==> src/rtl/spi_pkg.sv <==
// rtl/spi_pkg.sv - shared constants, opcodes and FSM encoding for the SPI master
package spi_pkg;

  localparam int CMD_W  = 10;
  localparam int DATA_W = 8;

  localparam logic [1:0] OP_WR_ADDR = 2'b00;
  localparam logic [1:0] OP_WR_DATA = 2'b01;
  localparam logic [1:0] OP_RD_ADDR = 2'b10;
  localparam logic [1:0] OP_RD_DATA = 2'b11;

  typedef logic [2:0] state_t;

  localparam state_t ST_IDLE    = 3'd0;
  localparam state_t ST_SELECT  = 3'd1;
  localparam state_t ST_SHIFT   = 3'd2;
  localparam state_t ST_WAIT    = 3'd3;
  localparam state_t ST_CAPTURE = 3'd4;
  localparam state_t ST_GAP     = 3'd5;

  // Slave select is asserted for every state that belongs to a frame on the wire.
  function automatic logic ss_active(input state_t st);
    return (st == ST_SELECT) || (st == ST_SHIFT) || (st == ST_WAIT) || (st == ST_CAPTURE);
  endfunction

endpackage

==> src/rtl/spi_master_if.sv <==
// rtl/spi_master_if.sv - host command/response bus plus SPI pins of the SPI master
interface spi_master_if;
  import spi_pkg::*;

  logic              cmd_valid;
  logic              cmd_ready;
  logic [CMD_W-1:0]  cmd_data;
  logic              rsp_valid;
  logic [DATA_W-1:0] rsp_data;
  logic              seq_err;
  logic              busy;
  logic              SS_n;
  logic              MOSI;
  logic              MISO;

  modport master (
    input  cmd_valid, cmd_data, MISO,
    output cmd_ready, rsp_valid, rsp_data, seq_err, busy, SS_n, MOSI
  );

  modport slave (
    output cmd_valid, cmd_data, MISO,
    input  cmd_ready, rsp_valid, rsp_data, seq_err, busy, SS_n, MOSI
  );

endinterface

==> src/rtl/spi_master.sv <==
// rtl/spi_master.sv - SPI master serialising RAM commands and capturing read words
module spi_master
  import spi_pkg::*;
#(
  parameter int unsigned RD_WAIT = 2,
  parameter int unsigned GAP     = 1
) (
  input  logic         clk,
  input  logic         rst_n,
  spi_master_if.master bus
);

  localparam logic [3:0] SEL_LAST   = 4'd1;
  localparam logic [3:0] SHIFT_LAST = 4'(CMD_W - 1);
  localparam logic [3:0] WAIT_LAST  = 4'(RD_WAIT - 1);
  localparam logic [3:0] CAP_LAST   = 4'(DATA_W - 1);
  localparam logic [3:0] GAP_LAST   = 4'(GAP - 1);

  state_t            state_q, state_d;
  logic [3:0]        cnt_q, cnt_d;
  logic [CMD_W-1:0]  cmd_q, cmd_d;
  logic [1:0]        op_q, op_d;
  logic [DATA_W-2:0] sh_q, sh_d;
  logic              addr_loaded_q, addr_loaded_d;
  logic              ss_n_q, ss_n_d;
  logic              mosi_q, mosi_d;
  logic              ready_q, ready_d;
  logic              busy_q, busy_d;
  logic              rsp_valid_q, rsp_valid_d;
  logic [DATA_W-1:0] rsp_data_q, rsp_data_d;
  logic              seq_err_q, seq_err_d;

  // Next-state logic; outputs are derived from the next state so that the registered pins line up with the state they describe.
  always_comb begin
    state_d       = state_q;
    cnt_d         = cnt_q + 4'd1;
    cmd_d         = cmd_q;
    op_d          = op_q;
    sh_d          = sh_q;
    addr_loaded_d = addr_loaded_q;
    rsp_valid_d   = 1'b0;
    rsp_data_d    = rsp_data_q;
    seq_err_d     = 1'b0;

    case (state_q)
      ST_IDLE: begin
        cnt_d = 4'd0;
        if (bus.cmd_valid) begin
          state_d = ST_SELECT;
          cmd_d   = bus.cmd_data;
          op_d    = bus.cmd_data[CMD_W-1 -: 2];
          if (op_d == OP_RD_ADDR) addr_loaded_d = 1'b1;
          if (op_d == OP_RD_DATA && !addr_loaded_q) seq_err_d = 1'b1;
        end
      end
      ST_SELECT: begin
        if (cnt_q == SEL_LAST) begin
          state_d = ST_SHIFT;
          cnt_d   = 4'd0;
        end
      end
      ST_SHIFT: begin
        if (cnt_q == SHIFT_LAST) begin
          cnt_d = 4'd0;
          if (op_q == OP_RD_DATA) state_d = (RD_WAIT == 0) ? ST_CAPTURE : ST_WAIT;
          else                    state_d = ST_GAP;
        end else begin
          // MSB of cmd_q is always the bit on the wire; shift to expose the next one.
          cmd_d = cmd_q << 1;
        end
      end
      ST_WAIT: begin
        if (cnt_q == WAIT_LAST) begin
          state_d = ST_CAPTURE;
          cnt_d   = 4'd0;
        end
      end
      ST_CAPTURE: begin
        sh_d = {sh_q[DATA_W-3:0], bus.MISO};
        if (cnt_q == CAP_LAST) begin
          state_d       = ST_GAP;
          cnt_d         = 4'd0;
          rsp_data_d    = {sh_q, bus.MISO};
          rsp_valid_d   = 1'b1;
          addr_loaded_d = 1'b0;
        end
      end
      ST_GAP: begin
        if (cnt_q == GAP_LAST) begin
          state_d = ST_IDLE;
          cnt_d   = 4'd0;
        end
      end
      default: begin
        state_d = ST_IDLE;
        cnt_d   = 4'd0;
      end
    endcase

    ss_n_d  = !ss_active(state_d);
    mosi_d  = (state_d == ST_SELECT || state_d == ST_SHIFT) ? cmd_d[CMD_W-1] : 1'b0;
    ready_d = (state_d == ST_IDLE);
    busy_d  = !ready_d;
  end

  // State and output registers with synchronous active-low reset; reset drops any partial capture.
  always_ff @(posedge clk) begin
    if (!rst_n) begin
      state_q       <= ST_IDLE;
      cnt_q         <= 4'd0;
      cmd_q         <= '0;
      op_q          <= 2'b00;
      sh_q          <= '0;
      addr_loaded_q <= 1'b0;
      ss_n_q        <= 1'b1;
      mosi_q        <= 1'b0;
      ready_q       <= 1'b1;
      busy_q        <= 1'b0;
      rsp_valid_q   <= 1'b0;
      rsp_data_q    <= '0;
      seq_err_q     <= 1'b0;
    end else begin
      state_q       <= state_d;
      cnt_q         <= cnt_d;
      cmd_q         <= cmd_d;
      op_q          <= op_d;
      sh_q          <= sh_d;
      addr_loaded_q <= addr_loaded_d;
      ss_n_q        <= ss_n_d;
      mosi_q        <= mosi_d;
      ready_q       <= ready_d;
      busy_q        <= busy_d;
      rsp_valid_q   <= rsp_valid_d;
      rsp_data_q    <= rsp_data_d;
      seq_err_q     <= seq_err_d;
    end
  end

  assign bus.SS_n      = ss_n_q;
  assign bus.MOSI      = mosi_q;
  assign bus.cmd_ready = ready_q;
  assign bus.busy      = busy_q;
  assign bus.rsp_valid = rsp_valid_q;
  assign bus.rsp_data  = rsp_data_q;
  assign bus.seq_err   = seq_err_q;

endmodule

==> src/flat_wrapper.sv <==
// flat-port wrapper written by rule: the top's interface ports become plain ports
module spi_master_flat import spi_pkg::*;
#(
  parameter int unsigned RD_WAIT = 2,
  parameter int unsigned GAP     = 1
)
  (clk, rst_n, bus_cmd_valid, bus_cmd_data, bus_MISO, bus_cmd_ready, bus_rsp_valid, bus_rsp_data, bus_seq_err, bus_busy, bus_SS_n, bus_MOSI);
  spi_master_if bus_i ();
  input  logic clk;
  input  logic rst_n;
  input wire logic [$bits(bus_i.cmd_valid)-1:0] bus_cmd_valid;
  input wire logic [$bits(bus_i.cmd_data)-1:0] bus_cmd_data;
  input wire logic [$bits(bus_i.MISO)-1:0] bus_MISO;
  output wire logic [$bits(bus_i.cmd_ready)-1:0] bus_cmd_ready;
  output wire logic [$bits(bus_i.rsp_valid)-1:0] bus_rsp_valid;
  output wire logic [$bits(bus_i.rsp_data)-1:0] bus_rsp_data;
  output wire logic [$bits(bus_i.seq_err)-1:0] bus_seq_err;
  output wire logic [$bits(bus_i.busy)-1:0] bus_busy;
  output wire logic [$bits(bus_i.SS_n)-1:0] bus_SS_n;
  output wire logic [$bits(bus_i.MOSI)-1:0] bus_MOSI;
  assign bus_i.cmd_valid = bus_cmd_valid;
  assign bus_i.cmd_data = bus_cmd_data;
  assign bus_i.MISO = bus_MISO;
  assign bus_cmd_ready = bus_i.cmd_ready;
  assign bus_rsp_valid = bus_i.rsp_valid;
  assign bus_rsp_data = bus_i.rsp_data;
  assign bus_seq_err = bus_i.seq_err;
  assign bus_busy = bus_i.busy;
  assign bus_SS_n = bus_i.SS_n;
  assign bus_MOSI = bus_i.MOSI;
  spi_master #(.RD_WAIT(RD_WAIT), .GAP(GAP)) u_core (.clk(clk), .rst_n(rst_n), .bus(bus_i));
endmodule
==> config.mk <==
export PLATFORM = sky130hd
export DESIGN_NAME = spi_master_flat
export DESIGN_NICKNAME = d
export VERILOG_FILES = /design/src/rtl/spi_pkg.sv /design/src/rtl/spi_master_if.sv /design/src/rtl/spi_master.sv /design/src/flat_wrapper.sv
export SDC_FILE = /design/constraint.sdc
export NUM_CORES = 1
export LEC_CHECK = 0
export BUFFER_PORTS_ARGS = -buffer_cell sky130_fd_sc_hd__buf_2
export CAP_MARGIN = 15
export CORE_MARGIN = 4
export CORE_UTILIZATION = 30
export DETAILED_ROUTE_END_ITERATION = 10
export GPL_TIMING_DRIVEN = 0
export RECOVER_POWER = 50
export SYNTH_ARGS = -nofsm -noshare
export SYNTH_HDL_FRONTEND = slang
export SYNTH_SLANG_ARGS = --single-unit
==> constraint.sdc <==
create_clock -name clk -period 2.5 [get_ports clk]
set_clock_uncertainty 0.15 [all_clocks]
set_input_delay 0.5 -clock clk [delete_from_list [all_inputs] [get_ports clk]]
set_output_delay 0.5 -clock clk [all_outputs]
set_load 0.005 [all_outputs]
==> results.cfg <==
[global_route]
antenna_found_initial = 0
grt_overflow_total = 0
grt_use_total_pct = 10.4
grt_pass1_wl_um = 6000
grt_start_max_net_pins = 14
grt_pass1_vias = 1363

[worst_setup_path]
reg2reg_depth = 6
cp_data_required_time_ns = 2.54
endpoint_kind = flop
worstPathArrival_ns = 2.22
path_class = flop to flop
crit_path_start_kind = flop
rrSetupSlack_ns = 0.32
rr_endpoint = u_core.bus.cmd_ready
crit_fanout = 10
r2r-start = u_core.state_q[2]

[run_status]
status = finished, final reports clean

[cells_and_area]
post-route-util_pct = 36.2
nNetsFinal = 244
layout_commonest_cell = nand2_1
final_cells = 300
area_growth_pct = 16.9
drive_gt1_share_pct = 19.7
diodes = 0
layout_common_cells = 46 x nand2_1, 41 x dfxtp_1, 28 x a21oi_1
final_cell_area_um2 = 2010

[place]
routabilityCongestion = 0.730
portBuffers = 27
dp_cells = 292
dp_slack_ns = 0.466
dpl-instance-area_um2 = 1940
hpwl_um = 2580

[clocking]
clockRootBuffer = clkbuf_8
cts.sinks = 41
post_cts_resized = 0
cts_max_level = 2
clk_path_buf_depth = 2
hold_buffers = 0
cts_tree = yes
cts_buffers = 5
postCtsSetupBuffers = 0
clk_latency_ns = 0.29
path_clk_slew_ns = 0.07

[route]
drc_errors = 0
drt-wirelength-per-cell_um = 11.9
viasPerCell = 4.68
dr_total_vias = 1403
routed_wl_um = 3580
drt-initial-drc-count = 55
ant_nets = 0
first_pass_iters = 4

[worst_hold_path]
hp-class = flop to flop
holdPathStages = 1
hold_end = u_core.bus.seq_err
hp-start = u_core.addr_loaded_q

[power]
p_sw_uw = 293
p_per_area_nw_per_um2 = 602
comb_power_share_pct = 8.9
total_power_mw = 1.21
p_int_uw = 916
leakage_nw = 0.739
swShare_pct = 24.2
vdd_ir_drop_max_mv = 0.283
p_clk_share_pct = 34.4
p_seq_share_pct = 56.7

[logic_synthesis]
syn_area_um2 = 1720
synth_nets = 210
synth_cell_type_count = 42
syn_avg_cell_area_um2 = 8.90
yosysTopAreaCellShare_pct = 47.8
synth_seq_cells = 41
synth-edff-count = 0
yosys-top-cells-area = dfxtp_1 48%, nand2_1 10%, a21oi_1 8.2%
synth_top_area_cell = dfxtp_1
syn_inst = 193
synth_ff_type = dfxtp_1
synth_seq_area_share_pct = 47.8
yosys_warnings = 0
async_flop_share_pct = 0

[floorplanning]
die_w_um = 83.7
start_util_pct = 31.0
die_h_um = 83.7
core_um2 = 5540
dieArea_um2 = 7000
io_pins = 28
num_rows = 27

[sta]
min_period_over_period_pct = 87.3
slew_headroom_pct = 41.8
grt_setup_unrepaired = no
setup-tns-final_ns = 0
fin_crit_ns = 2.18
hold_viol = 0
finalSetupViolCount = 0
worstMarginPinSlew_ns = 0.871
fmaxAchievable_mhz = 458
whs_ns = 0.274
worst_slack_ns = 0.317
maxSlewViolCount = 0

[run]
max-cap-violations = 0
-- routing by layer --
layer / vias to the layer above / wire [µm] / global-route usage, %
met2: 28 / 1650 / 18.1
met3: 2 / 230 / 3.95
li1: 727 / - / -
met4: 0 / 21 / 3.07
met5: - / 0 / 0
met1: 646 / 1670 / 11.8
-- critical path, stage by stage (launching register included) --
cell and delay (ns):
dfxtp_1 0.33, buf_6 0.13, or3b_4 0.39, nor3_2 0.56, nor4_2 0.17, nor2b_4 0.18
a21o_1 0.17
-- registers in the layout (all words and copies together) (netlist names) --
| register | flops |
|---|---|
| u_core.state_q | 3 |
| u_core.cmd_q | 10 |
| u_core.bus.cmd_ready | 1 |
| u_core.bus.SS_n | 1 |
| u_core.cnt_q | 4 |
| u_core.sh_q | 7 |
| u_core.addr_loaded_q | 1 |
| u_core.bus.rsp_data | 8 |
| u_core.bus.rsp_valid | 1 |
| u_core.bus.MOSI | 1 |
| u_core.op_q | 2 |
| u_core.bus.seq_err | 1 |
| u_core.bus.busy | 1 |
-- synth_stat cells, types with 2 or more instances --
| cell | number |
|---|---|
| nand2b_1 | 2 |
| nand2_1 | 46 |
| a21o_1 | 2 |
| buf_6 | 3 |
| xnor2_1 | 3 |
| nor3b_1 | 2 |
| mux2i_1 | 2 |
| a21oi_1 | 28 |
| nor3_1 | 4 |
| nor2_1 | 12 |
| buf_2 | 2 |
| inv_1 | 3 |
| ha_1 | 3 |
| clkbuf_1 | 3 |
| dfxtp_1 | 41 |
| buf_4 | 3 |
| a22oi_1 | 8 |
| a211oi_1 | 2 |
-- how the worst max path moves through the flow --
stage	slack, ns	from	cells past startpoint	end
finish	0.32	u_core.state_q[2]	6	u_core.bus.cmd_ready
global route	0.13	u_core.state_q[2]	6	u_core.bus.cmd_ready
CTS	0.44	u_core.cnt_q[0]	6	u_core.bus.SS_n
detailed placement	0.47	u_core.cnt_q[0]	6	u_core.bus.SS_n
global placement	0.47	u_core.cnt_q[0]	6	u_core.bus.SS_n
floorplan	0.68	u_core.cnt_q[0]	6	u_core.bus.SS_n
-- layout make-up --
type / count / area (µm²)
repair buffers: 27 / 129
plain buffers: 11 / 75.1
well taps: 72 / 90.1
multi-input cells: 137 / 792
clock buffers: 5 / 68.8
inverters: 4 / 15.0
clock inverters: 3 / 17.5
fillers: 618 / 3530
flip-flops and latches: 41 / 821
-- power groups by stage --
stage	registers (mW)	clock network [mW]	logic, mW
final	0.685	0.416	0.108
after global routing	0.687	0.467	0.120
after CTS	0.685	0.439	0.110
after detailed placement	0.700	0	0.110
after global placement	0.699	0	0.110
after floorplan	0.699	0	0.0742
-- cells by family after synthesis --
logic type	share of synthesized area, %
AO/OA/AOI/OAI	16.5
XOR/XNOR	2.04
adder cells (fa/ha/maj)	2.19
buffers and inverters	5.39
flip-flops	47.8
multiplexers	1.17
AND/OR/NAND/NOR	25.0
Power figures use the tool's default switching activity.
